--- src/rtl/ipl_pkg.sv ---
// Shared types and constants for the interrupt priority / acknowledge path.
// Also used by the Paula interrupt logic.
package ipl_pkg;

    typedef enum logic [1:0] {
        IDLE = 2'd0,
        RESP = 2'd1,
        WAIT = 2'd2
    } state_t;

    typedef logic [2:0] lvl_t;

    localparam logic [7:0]  VEC_SPURIOUS   = 8'h18;
    // An acknowledge cycle puts all ones on A[23:4]
    localparam logic [19:0] IACK_ADDR_MASK = 20'hFFFFF;

    function automatic logic [7:1] lvl_onehot(input lvl_t lvl);
        logic [7:0] oh;
        oh = 8'b1 << lvl;
        return oh[7:1];
    endfunction

endpackage

--- src/rtl/ipl_prio_enc.sv ---
// Combinational 7-to-3 priority encoder: the highest set pending bit wins,
// and 0 means nothing is pending.
module ipl_prio_enc
    import ipl_pkg::*;
(
    input  logic [7:1] pending,
    output lvl_t       lvl_enc
);

    always_comb begin
        lvl_enc = 3'd0;
        for (int i = 1; i <= 7; i++) begin
            if (pending[i]) begin
                lvl_enc = lvl_t'(i);
            end
        end
    end

endmodule

--- src/rtl/ipl_iack_responder.sv ---
// Merges level requests into the 68000 _IPL encoding and answers CPU
// interrupt-acknowledge cycles with an autovector.
//
// state | meaning
// IDLE  | _ipl tracks the pending level; waiting for an IACK hit
// RESP  | vpa/vector driven; waiting for _cpu_as to rise or the timeout
// WAIT  | timed out; outputs idle until _cpu_as rises (no re-hit)
module ipl_iack_responder
    import ipl_pkg::*;
#(
    parameter int         TIMEOUT  = 64,
    parameter logic [7:0] VEC_BASE = VEC_SPURIOUS
) (
    input  logic        clk,
    input  logic        reset,
    input  logic [7:1]  int_req,
    input  logic [23:1] cpu_address,
    input  logic        _cpu_as,
    input  logic        cpu_rd,
    output logic [2:0]  _ipl,
    output logic        vpa,
    output logic [15:0] data_out,
    output logic [7:1]  int_ack,
    output logic        iack_err
);

    localparam int                CNT_W    = (TIMEOUT > 1) ? $clog2(TIMEOUT) : 1;
    localparam logic [CNT_W-1:0]  CNT_LOAD = CNT_W'(TIMEOUT - 1);

    state_t             state_q, state_d;
    logic [7:1]         req_q, req_d;
    logic               req7_prev_q, req7_prev_d;
    logic               nmi_pend_q, nmi_pend_d;
    logic [2:0]         ipl_q, ipl_d;
    lvl_t               ack_lvl_q, ack_lvl_d;
    logic               valid_q, valid_d;
    logic [CNT_W-1:0]   cnt_q, cnt_d;
    logic [7:1]         int_ack_q, int_ack_d;
    logic               iack_err_q, iack_err_d;

    logic               nmi_rise;
    logic [7:1]         pending;
    logic [7:0]         pending8;
    lvl_t               lvl_enc;
    logic               iack_hit;
    logic [7:0]         vector;

    // A fresh NMI edge is visible in the same cycle it is latched, so level 7
    // reaches _ipl with the same two-clock latency as the level requests.
    assign nmi_rise = req_q[7] & ~req7_prev_q;
    assign pending  = {nmi_pend_q | nmi_rise, req_q[6:1]};
    assign pending8 = {pending, 1'b0};

    ipl_prio_enc u_prio_enc (
        .pending (pending),
        .lvl_enc (lvl_enc)
    );

    assign iack_hit = ((cpu_address[23:4] & IACK_ADDR_MASK) == IACK_ADDR_MASK)
                      & ~_cpu_as & cpu_rd & (cpu_address[3:1] != 3'd0);

    always_comb begin
        state_d     = state_q;
        req_d       = int_req;
        req7_prev_d = req_q[7];
        ack_lvl_d   = ack_lvl_q;
        valid_d     = valid_q;
        cnt_d       = cnt_q;
        int_ack_d   = 7'd0;
        iack_err_d  = 1'b0;

        // Set wins over the acknowledge clear
        if (nmi_rise) begin
            nmi_pend_d = 1'b1;
        end else if (int_ack_q[7]) begin
            nmi_pend_d = 1'b0;
        end else begin
            nmi_pend_d = nmi_pend_q;
        end

        ipl_d = (state_q == IDLE) ? ~lvl_enc : ipl_q;

        case (state_q)
            IDLE: begin
                if (iack_hit) begin
                    ack_lvl_d = cpu_address[3:1];
                    valid_d   = pending8[cpu_address[3:1]];
                    cnt_d     = CNT_LOAD;
                    state_d   = RESP;
                end
            end
            RESP: begin
                if (_cpu_as) begin
                    if (valid_q) begin
                        int_ack_d = lvl_onehot(ack_lvl_q);
                    end else begin
                        iack_err_d = 1'b1;
                    end
                    state_d = IDLE;
                end else if (cnt_q == '0) begin
                    iack_err_d = 1'b1;
                    state_d    = WAIT;
                end else begin
                    cnt_d = cnt_q - 1'b1;
                end
            end
            WAIT: begin
                if (_cpu_as) begin
                    state_d = IDLE;
                end
            end
            default: begin
                state_d = IDLE;
            end
        endcase
    end

    always_ff @(posedge clk) begin
        if (!reset) begin
            state_q     <= IDLE;
            req_q       <= 7'd0;
            req7_prev_q <= 1'b0;
            nmi_pend_q  <= 1'b0;
            ipl_q       <= 3'b111;
            ack_lvl_q   <= 3'd0;
            valid_q     <= 1'b0;
            cnt_q       <= '0;
            int_ack_q   <= 7'd0;
            iack_err_q  <= 1'b0;
        end else begin
            state_q     <= state_d;
            req_q       <= req_d;
            req7_prev_q <= req7_prev_d;
            nmi_pend_q  <= nmi_pend_d;
            ipl_q       <= ipl_d;
            ack_lvl_q   <= ack_lvl_d;
            valid_q     <= valid_d;
            cnt_q       <= cnt_d;
            int_ack_q   <= int_ack_d;
            iack_err_q  <= iack_err_d;
        end
    end

    assign vector   = valid_q ? (VEC_BASE + {5'd0, ack_lvl_q}) : VEC_BASE;
    assign vpa      = (state_q == RESP);
    assign data_out = vpa ? {8'h00, vector} : 16'h0000;
    assign _ipl     = ipl_q;
    assign int_ack  = int_ack_q;
    assign iack_err = iack_err_q;

endmodule

--- config.mk ---
export PLATFORM = sky130hd
export DESIGN_NAME = ipl_iack_responder
export DESIGN_NICKNAME = d
export VERILOG_FILES = /design/src/rtl/ipl_pkg.sv /design/src/rtl/ipl_prio_enc.sv /design/src/rtl/ipl_iack_responder.sv
export SDC_FILE = /design/constraint.sdc
export NUM_CORES = 1
export LEC_CHECK = 0
export CORE_ASPECT_RATIO = 0.5
export CORE_MARGIN = 2
export CORE_UTILIZATION = 42
export DETAILED_ROUTE_END_ITERATION = 6
export GPL_ROUTABILITY_DRIVEN = 0
export HOLD_SLACK_MARGIN = 0.02
export MAX_ROUTING_LAYER = met4
export PLACE_DENSITY_LB_ADDON = 0.15
export SYNTH_ARGS = -nofsm -noshare
export SYNTH_HDL_FRONTEND = slang
export SYNTH_SLANG_ARGS = --single-unit
--- constraint.sdc ---
create_clock -name clk -period 1.98 [get_ports clk]
set_clock_uncertainty 0.05 [all_clocks]
set_input_delay 0.198 -clock clk [delete_from_list [all_inputs] [get_ports clk]]
set_output_delay 0.198 -clock clk [all_outputs]
set_load 0.05 [all_outputs]
# Word-level counts from Yosys, hierarchy flattened
# Index checks and enable logic that the tools add are counted.
op_classes:
  n_addsub: 2
  n_lt_le_gt_ge: 1
  eq_ne: 8
  shifts: 1
  n_mux: 25
  bitwise_logic: 8
  n_reduce_logical: 10
op_table:
  columns: ["cell", "n"]
  rows:
  - ["2-to-1 mux 6 bit", 5]
  - ["== test 20 bit (second input constant)", 1]
  - ["2-to-1 mux 2 bit", 6]
  - ["2-to-1 mux 3 bit", 4]
  - ["case mux 6 bit (2 select lines)", 1]
  - ["inequality test 2 bit (second input constant)", 4]
  - ["AND reduction 4 bit", 2]
  - ["<< shifter 1 x 3 -> 8 bit (first input constant)", 1]
  - ["2-to-1 mux 1 bit", 7]
  - ["adder 5 x 3 -> 6 bit (first input constant)", 1]
  - ["zero test 6 bit", 1]
  - ["case mux 2 bit (3 select lines)", 1]
  - ["subtractor 6 x 1 -> 6 bit (second input constant)", 1]
  - ["bitwise AND 1 bit", 4]
  - ["less-than comparator 3 x 4 -> 1 bit (second input constant)", 1]
  - ["AND reduction 2 bit", 2]
  - ["nonzero test 2 bit", 2]
  - ["binary-select mux 1 bit (select 3 bit)", 1]
  - ["inequality test 3 x 2 -> 1 bit (second input constant)", 1]
  - ["NOT 3 bit", 1]
  - ["AND reduction 3 bit", 1]
  - ["nonzero test 3 bit", 1]
  - ["== test 2 x 1 -> 1 bit (second input constant)", 1]
  - ["== test 2 bit (second input constant)", 1]
  - ["other kinds (3)", 4]
word_totals:
  regBits: 32
  out_inout_bits: 28

# Depth between registers and ports, before layout
logic_depth:
  word_depth: 8
  mapped_depth: 6
  mapped_depth_nobuf: 6

# Cells and area by module
# From an unflattened synthesis, not the netlist that was laid out.
hier_totals:
  hier_cells: 174
  area_unflattened_um2: 1574.0
by_module_without_submodules:
  columns: ["module", "n_inst", "cells_per_inst", "area_per_inst_um2", "seq_area_each_um2"]
  rows:
  - ["ipl_iack_responder", 1, 164, 1529.0, 640.6]
  - ["ipl_prio_enc", 1, 10, 45.0, 0.0]

# Worst setup path after synthesis
# No wires, ideal clock.
synth_timing:
  path_type: "register -> register"
  startpoint: "register state_q[1]"
  endpoint: "register int_ack_q (netlist bit int_ack[5])"
  setup_time_ns: 0.118
  arrival_time_ns: 1.864
  t_required_ns: 1.812
  path_slack_ns: -0.052
  stages_incl_launch_ff: 6
  period_less_slack_ns: 2.032
  path_cell_list: "dfxtp_1 -> nand2b_1 -> clkinv_1 -> and3_1 -> nand3_1 -> nor2_1"
synth_between:
  elab_chain_cells: 2
synth_lines:
  columns: ["element", "line_no", "source"]
  rows:
  - ["from (decl)", "ipl_iack_responder.sv:30", "state_t state_q, state_d;"]
  - ["from (signal assigned)", "ipl_iack_responder.sv:131", "state_q <= state_d;"]
  - ["== test 2 x 1 -> 1 bit", null, null]
  - ["net vpa", "ipl_iack_responder.sv:21", "output logic vpa,"]
  - ["AND reduction 4 bit (no line)", null, null]
  - ["to (signal assigned)", "ipl_iack_responder.sv:139", "int_ack_q <= int_ack_d;"]
  - ["to (decl)", "ipl_iack_responder.sv:38", "logic [7:1] int_ack_q, int_ack_d;"]
# The timed path passes the listed nets, and every way through them passes these cells.
# A chain may end at the register's enable or synchronous reset.

# Worst setup path after layout
layout_timing:
  startpoint: "register state_q[1]"
  endpoint: "output port data_out[1]"
layout_between:
  elab_chain_cells: 2
layout_lines:
  columns: ["element", "line_no", "source"]
  rows:
  - ["== test 2 x 1 -> 1 bit", "ipl_iack_responder.sv:145", "assign vpa = (state_q == RESP);"]
  - ["2-to-1 mux 6 bit", "ipl_iack_responder.sv:146", "assign data_out = vpa ? {8'h00, vector} : 16'h0000;"]
  - ["to (decl)", "ipl_iack_responder.sv:22", "output logic [15:0] data_out,"]
# No other way between the ends.

==> out/results.ini <==
[power]
cellLeakagePower_nw = 0.854
ir_drop_mv = 0.282
p_total_mw = 1.47
power.density_mw_per_mm2 = 692

[die]
initial_core_util_pct = 43.5
core_mm2 = 0.00342
rows = 15
die_y_um = 46.1
die_width_um = 88.1
fp.dieArea_mm2 = 0.00406
io_pins = 62

[setup_path]
reg2regPathDepth = 5
critPathSlowestCell = dfxtp_1
cp-end-kind = output pin
timing.rr.start = state_q[0]
crit_end = data_out[1]
cp-start-kind = register
crit_path_start = state_q[1]
critPathRequiredTime_ps = 1730
max_stage_delay_ps = 340
rr_endpoint = valid_q
crit_arrival_ps = 1550
cp_cell_sequence = nand2b_1 > clkinv_2 > and3_1 > buf_4
path_max_fanout = 11
crit_type = reg2out
r2r_setup_slack_ps = 400

[global_routing]
track_usage_pct = 18.6
grt_max_degree = 13
grt_overflow = 0
grt_pass1_vias = 1150
grt_pass1_wl_um = 5220
antenna_found_initial = 0

[clocking]
cts.sinks = 32
cts.clk_slew.worst_paths_ps = 60
clock_latency_ps = 280
ctsHtreeMaxLevel = 2
cts-resized-gates = 0
numCtsBuffers = 5
root_buffer = clkbuf_8
cts_tree = done
post-cts-setup-buffers = 0
cts_buffer_depth = 2
hold_buffers = 0

[logic_synthesis]
seq_area_frac_synth_pct = 43.1
synth_top_family_by_area = simple AND/OR/NAND/NOR gates
synth_edf_count = 0
synth.distinct_cells = 41
synthXorXnorAreaFrac_pct = 0
synth_simple_gate_area_share_pct = 29.0
postSynthCellCount = 160
syn_avg_cell_area_um2 = 9.29
ys_ff_latch = 32
synth_area_mm2 = 0.00149
synthMuxAreaShare_pct = 2.86
synth_largest_area_cell = dfxtp_1
netlist.area_leader.share_pct = 43.1
synth_fa_ha_area_share_pct = 1.68
synth.area.top_cells = dfxtp_1 43%, buf_4 6.6%, and2_1 3.4%
synth-main-ff-cell = dfxtp_1
synthArstFlopShare_pct = 0
synth_compound_area_share_pct = 14.5
ys.warnings.count = 0

[drt]
viasPerCell = 4.82
avgRoutedWirePerCell_um = 12.1
drt_first_pass_iters = 4
routed_wirelength_um = 3250
ant_nets = 0
drcViolationCount = 0
dr.first_iter.drc_count = 53
num_vias = 1297

[min_path]
hp-class = reg2reg

[timing]
worst_pin_slew_ps = 508
setup_viol = 0
rsz0062_at_grt = false
final-hold-violation-count = 0
drv_slew = 0
max_freq_mhz = 556
period_share_pct = 90.9
post-route-min-period_ps = 1800
relSlewSlack_pct = 66.0
finalSetupTns_ps = 0

[layout]
stdcell_area_mm2 = 0.00213
drive_above_1_share_pct = 13.8
nets = 253
final_common_cell = clkdlybuf4s50_1
final_cell_mix = 44 x clkdlybuf4s50_1, 32 x dfxtp_1, 13 x nor2_1, 13 x nand2_1
syn_to_final_growth_pct = 43.3
diodes = 0
fillers = 306

[place]
dpl-instance-area_mm2 = 0.00202
dp_hpwl_um = 2570
io_buffers = 50

[outcome]
status = finished, final reports clean

[run]
drv_cap = 0

-- registers in the layout (all words and copies together), names as in the netlist --
| name | cells |
|---|---|
| _ipl | 3 |
| ack_lvl_q | 3 |
| cnt_q | 6 |
| iack_err | 1 |
| int_ack | 7 |
| nmi_pend_q | 1 |
| req7_prev_q | 1 |
| req_q | 7 |
| state_q | 2 |
| valid_q | 1 |
-- critical path: cells and delay by family (launching register included) --
kind / cells / cell delay [ps]
simple gates: 2 / 510
flops: 1 / 340
buf+inv: 2 / 420
-- how the worst min path moves through the flow --
stage / startpoint / end / slack, ps / cells after the start
floorplan: _cpu_as / state_q[1] / 220 / 1
global placement: req_q[7] / req7_prev_q / 390 / 1
detailed placement: req_q[7] / req7_prev_q / 400 / 1
CTS: req_q[7] / req7_prev_q / 420 / 1
global route: req_q[7] / req7_prev_q / 440 / 1
finish: req_q[7] / req7_prev_q / 420 / 1
-- layer usage --
layer	track usage (%)	vias to the layer above	routed length [um]
met5	-	-	0
met3	8.24	4	177
met1	21.8	603	1530
met2	28.9	32	1510
li1	-	658	-
met4	6.36	0	40
-- cell usage after synthesis, drive strengths merged (4+ instances only) --
cell type  count
buf           13
nand3          5
and3           5
nand2b         7
nand2         13
a21boi         4
a21oi          8
inv            4
nor2          13
nand4          5
dfxtp         32
nor3           5
a211oi         4
and2           9
-- power by group --
part | internal, mW | switching (mW) | total [mW]
combinational | 0.0946 | 0.106 | 0.200
sequential | 0.660 | 0.00934 | 0.669
clock | 0.373 | 0.233 | 0.606
-- kinds of logic (layout without fill, tap and decap cells) --
| logic type | count (synthesis) | after routing |
|---|---|---|
| multiplexers | 3 | 3 |
| AND/OR/NAND/NOR | 72 | 72 |
| other | 1 | 11 |
| flip-flops | 32 | 32 |
| buffers and inverters | 21 | 69 |
| adder cells (fa/ha/maj) | 2 | 2 |
| AO/OA/AOI/OAI | 29 | 29 |
-- through the flow --
| stage | utilization (%) | setup WS (ps) | hold slack (ps) | cells |
|---|---|---|---|---|
| after detailed placement | 59.2 | 24.1 | 403 | 261 |
| after floorplan | - | 232 | 224 | 170 |
| final | 62.4 | 180 | 416 | 269 |
| after CTS | 62.4 | 167 | 418 | 269 |
| after global placement | 59.2 | 143 | 393 | 261 |
| after global routing | 62.4 | 87.5 | 436 | 269 |
-- layout make-up --
type                            count  area, um^2  area share (%)
Multi-Input combinational cell    117         756            35.5
Sequential cell                    32         641            30.1
Timing Repair Buffer               56         543            25.5
Clock buffer                        6        72.6            3.41
Tap cell                           51        63.8            2.99
Clock inverter                      2        35.0            1.64
Inverter                            5        20.0           0.940
(Power assumes the default switching activity.)
